`src/rtl/branch_cmp_bht.sv`:
```
// Branch resolution unit: full-width branch comparator, 2-bit saturating
// branch history table for IF-stage prediction, and misprediction statistics.
module branch_cmp_bht #(
    parameter int         WIDTH    = 32,
    parameter int         IDX_BITS = 6,
    parameter logic [1:0] INIT_CTR = 2'b01,
    parameter int         CNT_W    = 32
) (
    input  logic             clk,
    input  logic             reset,
    input  logic [WIDTH-1:0] d1,
    input  logic [WIDTH-1:0] d2,
    input  logic [2:0]       cmp_sel,
    output logic             cmp_out,
    input  logic [31:0]      lookup_pc,
    output logic             pred_taken,
    input  logic             res_valid,
    input  logic [31:0]      res_pc,
    input  logic             res_pred,
    output logic             mispredict,
    input  logic             stat_clr,
    output logic [CNT_W-1:0] branch_cnt,
    output logic [CNT_W-1:0] miss_cnt
);

    localparam int               ENTRIES  = 32'sd1 << IDX_BITS;
    localparam logic [WIDTH-1:0] ZERO_W   = {WIDTH{1'b0}};
    localparam logic [CNT_W-1:0] CNT_MAX  = {CNT_W{1'b1}};
    localparam logic [CNT_W-1:0] CNT_ONE  = {{(CNT_W-1){1'b0}}, 1'b1};
    localparam logic [CNT_W-1:0] CNT_ZERO = {CNT_W{1'b0}};

    logic [1:0]          bht_r [ENTRIES];
    logic [CNT_W-1:0]    branch_cnt_r;
    logic [CNT_W-1:0]    miss_cnt_r;
    logic                cmp_s;
    logic [1:0]          ctr_nxt_s;
    logic [IDX_BITS-1:0] lookup_idx_s;
    logic [IDX_BITS-1:0] res_idx_s;
    logic                unused_pc_bits;

    // Upper PC bits are deliberately dropped, so distant branches alias.
    assign lookup_idx_s   = lookup_pc[IDX_BITS+1:2];
    assign res_idx_s      = res_pc[IDX_BITS+1:2];
    assign unused_pc_bits = ^{lookup_pc[31:IDX_BITS+2], lookup_pc[1:0],
                              res_pc[31:IDX_BITS+2], res_pc[1:0]};

    // Branch condition decode; every code is defined so nothing latches.
    always_comb begin
        cmp_s = 1'b0;
        case (cmp_sel)
            3'd0:    cmp_s = (d1 == d2);
            3'd1:    cmp_s = (d1 != d2);
            3'd2:    cmp_s = ~d1[WIDTH-1];
            3'd3:    cmp_s = d1[WIDTH-1] | (d1 == ZERO_W);
            3'd4:    cmp_s = ~d1[WIDTH-1] & (d1 != ZERO_W);
            3'd5:    cmp_s = d1[WIDTH-1];
            3'd6:    cmp_s = (d1 < d2);
            3'd7:    cmp_s = ($signed(d1) < $signed(d2));
            default: cmp_s = 1'b0;
        endcase
    end

    // Saturating next value for the entry addressed by the resolving branch.
    always_comb begin
        ctr_nxt_s = bht_r[res_idx_s];
        if (cmp_s) begin
            if (bht_r[res_idx_s] != 2'b11) begin
                ctr_nxt_s = bht_r[res_idx_s] + 2'b01;
            end else begin
                ctr_nxt_s = bht_r[res_idx_s];
            end
        end else begin
            if (bht_r[res_idx_s] != 2'b00) begin
                ctr_nxt_s = bht_r[res_idx_s] - 2'b01;
            end else begin
                ctr_nxt_s = bht_r[res_idx_s];
            end
        end
    end

    // History table; lookups read the pre-update value (no bypass).
    always_ff @(posedge clk) begin
        if (reset) begin
            for (int i = 0; i < ENTRIES; i++) begin
                bht_r[i] <= INIT_CTR;
            end
        end else if (res_valid) begin
            bht_r[res_idx_s] <= ctr_nxt_s;
        end
    end

    // Saturating statistics; clear wins over increments.
    always_ff @(posedge clk) begin
        if (reset || stat_clr) begin
            branch_cnt_r <= CNT_ZERO;
            miss_cnt_r   <= CNT_ZERO;
        end else begin
            if (res_valid && (branch_cnt_r != CNT_MAX)) begin
                branch_cnt_r <= branch_cnt_r + CNT_ONE;
            end
            if (mispredict && (miss_cnt_r != CNT_MAX)) begin
                miss_cnt_r <= miss_cnt_r + CNT_ONE;
            end
        end
    end

    assign cmp_out    = cmp_s;
    assign pred_taken = bht_r[lookup_idx_s][1];
    assign mispredict = res_valid & (cmp_s != res_pred);
    assign branch_cnt = branch_cnt_r;
    assign miss_cnt   = miss_cnt_r;

endmodule
```
`config.mk`:
```
export PLATFORM = sky130hd
export DESIGN_NAME = branch_cmp_bht
export DESIGN_NICKNAME = d
export VERILOG_FILES = /design/src/rtl/branch_cmp_bht.sv
export SDC_FILE = /design/constraint.sdc
export NUM_CORES = 1
export LEC_CHECK = 0
export ABC_AREA = 0
export BUFFER_PORTS_ARGS = -buffer_cell sky130_fd_sc_hd__buf_2
export CAP_MARGIN = 10
export CORE_MARGIN = 2
export CORE_UTILIZATION = 40
export CTS_BUF_LIST = sky130_fd_sc_hd__clkbuf_8
export DETAILED_ROUTE_END_ITERATION = 10
export PLACE_DENSITY_LB_ADDON = 0.05
export SLEW_MARGIN = 10
export SYNTH_ARGS = -nofsm -noshare
export SYNTH_HDL_FRONTEND = slang
export SYNTH_SLANG_ARGS = --single-unit
export TNS_END_PERCENT = 100
```
`constraint.sdc`:
```
create_clock -name clk -period 6.7 [get_ports clk]
set_input_delay 0.335 -clock clk [delete_from_list [all_inputs] [get_ports clk]]
set_output_delay 0.335 -clock clk [all_outputs]
set_load 0.02 [all_outputs]
```
==> impl_metrics.ini <==
[clocking]
clock_sinks = 192
cts.clk_slew.worst_paths_ns = 0.10
cts_tree = done
clockRootBuffer = clkbuf_8
cts_buffer_depth = 2
clk_latency_ns = 0.48
ctsHoldBuffers = 0
htreeDepth = 4
cts_resized = 0
cts-buffers-inserted = 17
postCtsSetupBuffers = 0

[timing]
fmax_ghz = 0.264
rsz0062_at_grt = false
fin_crit_ns = 3.78
skew_ns = 0.0194
tns_ns = 0
setup_viol = 0
min_period_over_period = 0.564
relSlewSlack = 0.207
worstMarginPinSlew_ns = 1.18
drv_slew = 0
finalHoldViolCount = 0
fin_ws_ns = 2.92

[outcome]
outcome = finished with violations
violations = design-rule violations

[global_route]
grt.busiest_layer = met2
grt_start_max_net_pins = 68
antenna_found_initial = 1
grtUsageMet2 = 0.340
grt_overflow = 0
grt_usage = 0.211
met1_usage = 0.288
grt_pass1_wl_mm = 46.4
grt_pass1_vias = 8525
grt_util_met3 = 0.0480

[synth]
synth_area_mm2 = 0.0107
ys_types = 54
ys_ff_latch = 192
ys_seq_area_frac = 0.479
synth_area_leaders = edfxtp_1 36%, dfxtp_1 12%, mux4_2 4.4%
synth_cells = 1104
yosys_warnings = 0
synth-edff-count = 128
synthesis.nets = 1274
ys.flop_type = edfxtp_1
synth_area_per_cell_um2 = 9.69
synth.top_cell.area_share = 0.359
synth-async-reset-ratio = 0
synth_top_area_cell = edfxtp_1

[finish]
syn_to_final_growth_pct = 12.9
final_common_cell = buf_2
antenna_cells = 0
final_cell_mix = 150 x buf_2, 128 x edfxtp_1, 116 x nand2_1
nets = 1380
fillerInstances = 2518
layout-drive-gt1-share = 0.214

[worst_setup_path]
criticalPathCategory = in2reg
cp_max_fo = 37
r2r_slack_ns = 3.02
setup.worst_path.start = res_pc[4]
cp-end-kind = register
rr_worst_depth = 8
regToRegEndpoint = bht_r[61][1]$_SDFFCE_PN0P_
crit_path_end = bht_r[61][1]$_SDFFCE_PN0P_
required_ns = 6.90
critPathLaunchType = input port
timing.rr.start = bht_r[45][0]$_SDFFCE_PN1P_
crit_arrival_ns = 3.98

[placement]
gp_congestion = 0.804
place_hpwl_mm = 20.0
io_buffers = 150
place_ws_ns = 2.47

[drt]
drtAntennaViolNets = 0
dr.first_iter.drc_count = 690
num_vias = 8839
wl_per_cell_um = 18.7
drt-pass1-iter-count = 8
drc = 3
via_per_inst = 5.67
routed_wl_mm = 29.2

[power]
p_per_area_mw_per_mm2 = 199
internal_power_mw = 1.72
swShare = 0.284
power_frac_seq = 0.538
p_sw_mw = 0.681
peakVddDrop_mv = 0.132
p_leak_nw = 4.28
p_clk_frac = 0.327
p_comb_frac = 0.136

[floorplanning]
dieArea_mm2 = 0.0281
core_mm2 = 0.0261
boundaryPins = 203
initial_utilization = 0.409
die_w_um = 168
row_count = 59
die_h_um = 168

[worst_hold_path]
hp-class = in2reg

[run]
cap_violations = 0
[layout make-up]
class                           instances  area [um2]  area share
Multi-Input combinational cell        796        5140       0.426
Sequential cell                       192        5120       0.424
Timing Repair Buffer                  163         848      0.0703
Tap cell                              335         419      0.0347
Clock buffer                           18         248      0.0205
Inverter                               40         150      0.0124
Clock inverter                         14         141      0.0117
[power groups by stage]
stage          Clock [mW]  Sequential [mW]  Combinational (mW)
2_1_floorplan           0             1.31               0.217
6_report            0.784             1.29               0.325
3_3_place_gp            0             1.32               0.324
5_1_grt             0.840             1.29               0.358
4_1_cts             0.802             1.29               0.328
3_5_place_dp            0             1.32               0.327
[worst max-delay path, stage by stage]
cell	delay [ns]
buf_2	0.15
and3_1	0.32
buf_4	0.26
a22o_1	0.19
a221oi_1	0.29
a31oi_1	0.18
nor4_1	0.63
and4_1	0.29
maj3_2	0.75
buf_4	0.46
nor3_1	0.09
[routing by layer]
layer / vias up / part of all wire
met5: - / 0.00031
met4: 2 / 0.012
met3: 23 / 0.069
met2: 246 / 0.47
met1: 4257 / 0.45
li1: 4311 / -
[sequential cells by signal, summed over array words and instances (netlist names)]
signal,flops
miss_cnt,32
bht_r,128
branch_cnt,32
[cell families after synthesis]
logic type | count (synthesis) | synth area share
muxes | 25 | 0.0480
AOI/OAI and AO/OA | 196 | 0.123
adders and majority gates | 36 | 0.0417
and+or+nand+nor | 518 | 0.249
xor gates and xnor gates | 21 | 0.0172
buffers and inverters | 116 | 0.0421
DFF | 192 | 0.479
[synthesized netlist by cell type (all sizes together) (10+ instances only)]
cell type and instances:
a22o 11, clkbuf 52, a21o 11, nand2 116, and2 12, inv 40, or4 11, or3 25
nor2 96, nand2b 23, xor2 14, mux4 21, o21ai 32, a31oi 10, nor3 54, a21oi 49
a221oi 12, ha 34, nor4 17, buf 24, a22oi 43, dfxtp 64, or2 33, nand4 27
and3 14, edfxtp 128, nand3 62
[per-stage QoR]
| stage | cell area (um2) | hold WS (ns) | instances | utilization | total power [mW] |
|---|---|---|---|---|---|
| after global routing | 12100 | 0.353 | 1558 | 0.462 | 2.49 |
| final | 12100 | 0.346 | 1558 | 0.462 | 2.40 |
| after floorplan | 10700 | 0.559 | 1104 | - | 1.53 |
| after global placement | 11700 | 0.475 | 1526 | 0.447 | 1.64 |
| after detailed placement | 11700 | 0.484 | 1526 | 0.447 | 1.64 |
| after CTS | 12100 | 0.332 | 1558 | 0.462 | 2.42 |
[worst min path at each step]
| stage | startpoint | to | slack [ns] | cells after the start |
|---|---|---|---|---|
| floorplan | miss_cnt[11]$_SDFFE_PP0P_ | miss_cnt[11]$_SDFFE_PP0P_ | 0.56 | 2 |
| global placement | miss_cnt[13]$_SDFFE_PP0P_ | miss_cnt[13]$_SDFFE_PP0P_ | 0.48 | 2 |
| detailed placement | miss_cnt[11]$_SDFFE_PP0P_ | miss_cnt[11]$_SDFFE_PP0P_ | 0.48 | 2 |
| CTS | stat_clr | miss_cnt[10]$_SDFFE_PP0P_ | 0.33 | 3 |
| global route | stat_clr | miss_cnt[26]$_SDFFE_PP0P_ | 0.35 | 3 |
| finish | stat_clr | branch_cnt[24]$_SDFFE_PP0P_ | 0.35 | 3 |
Power figures use the tool's default switching activity.
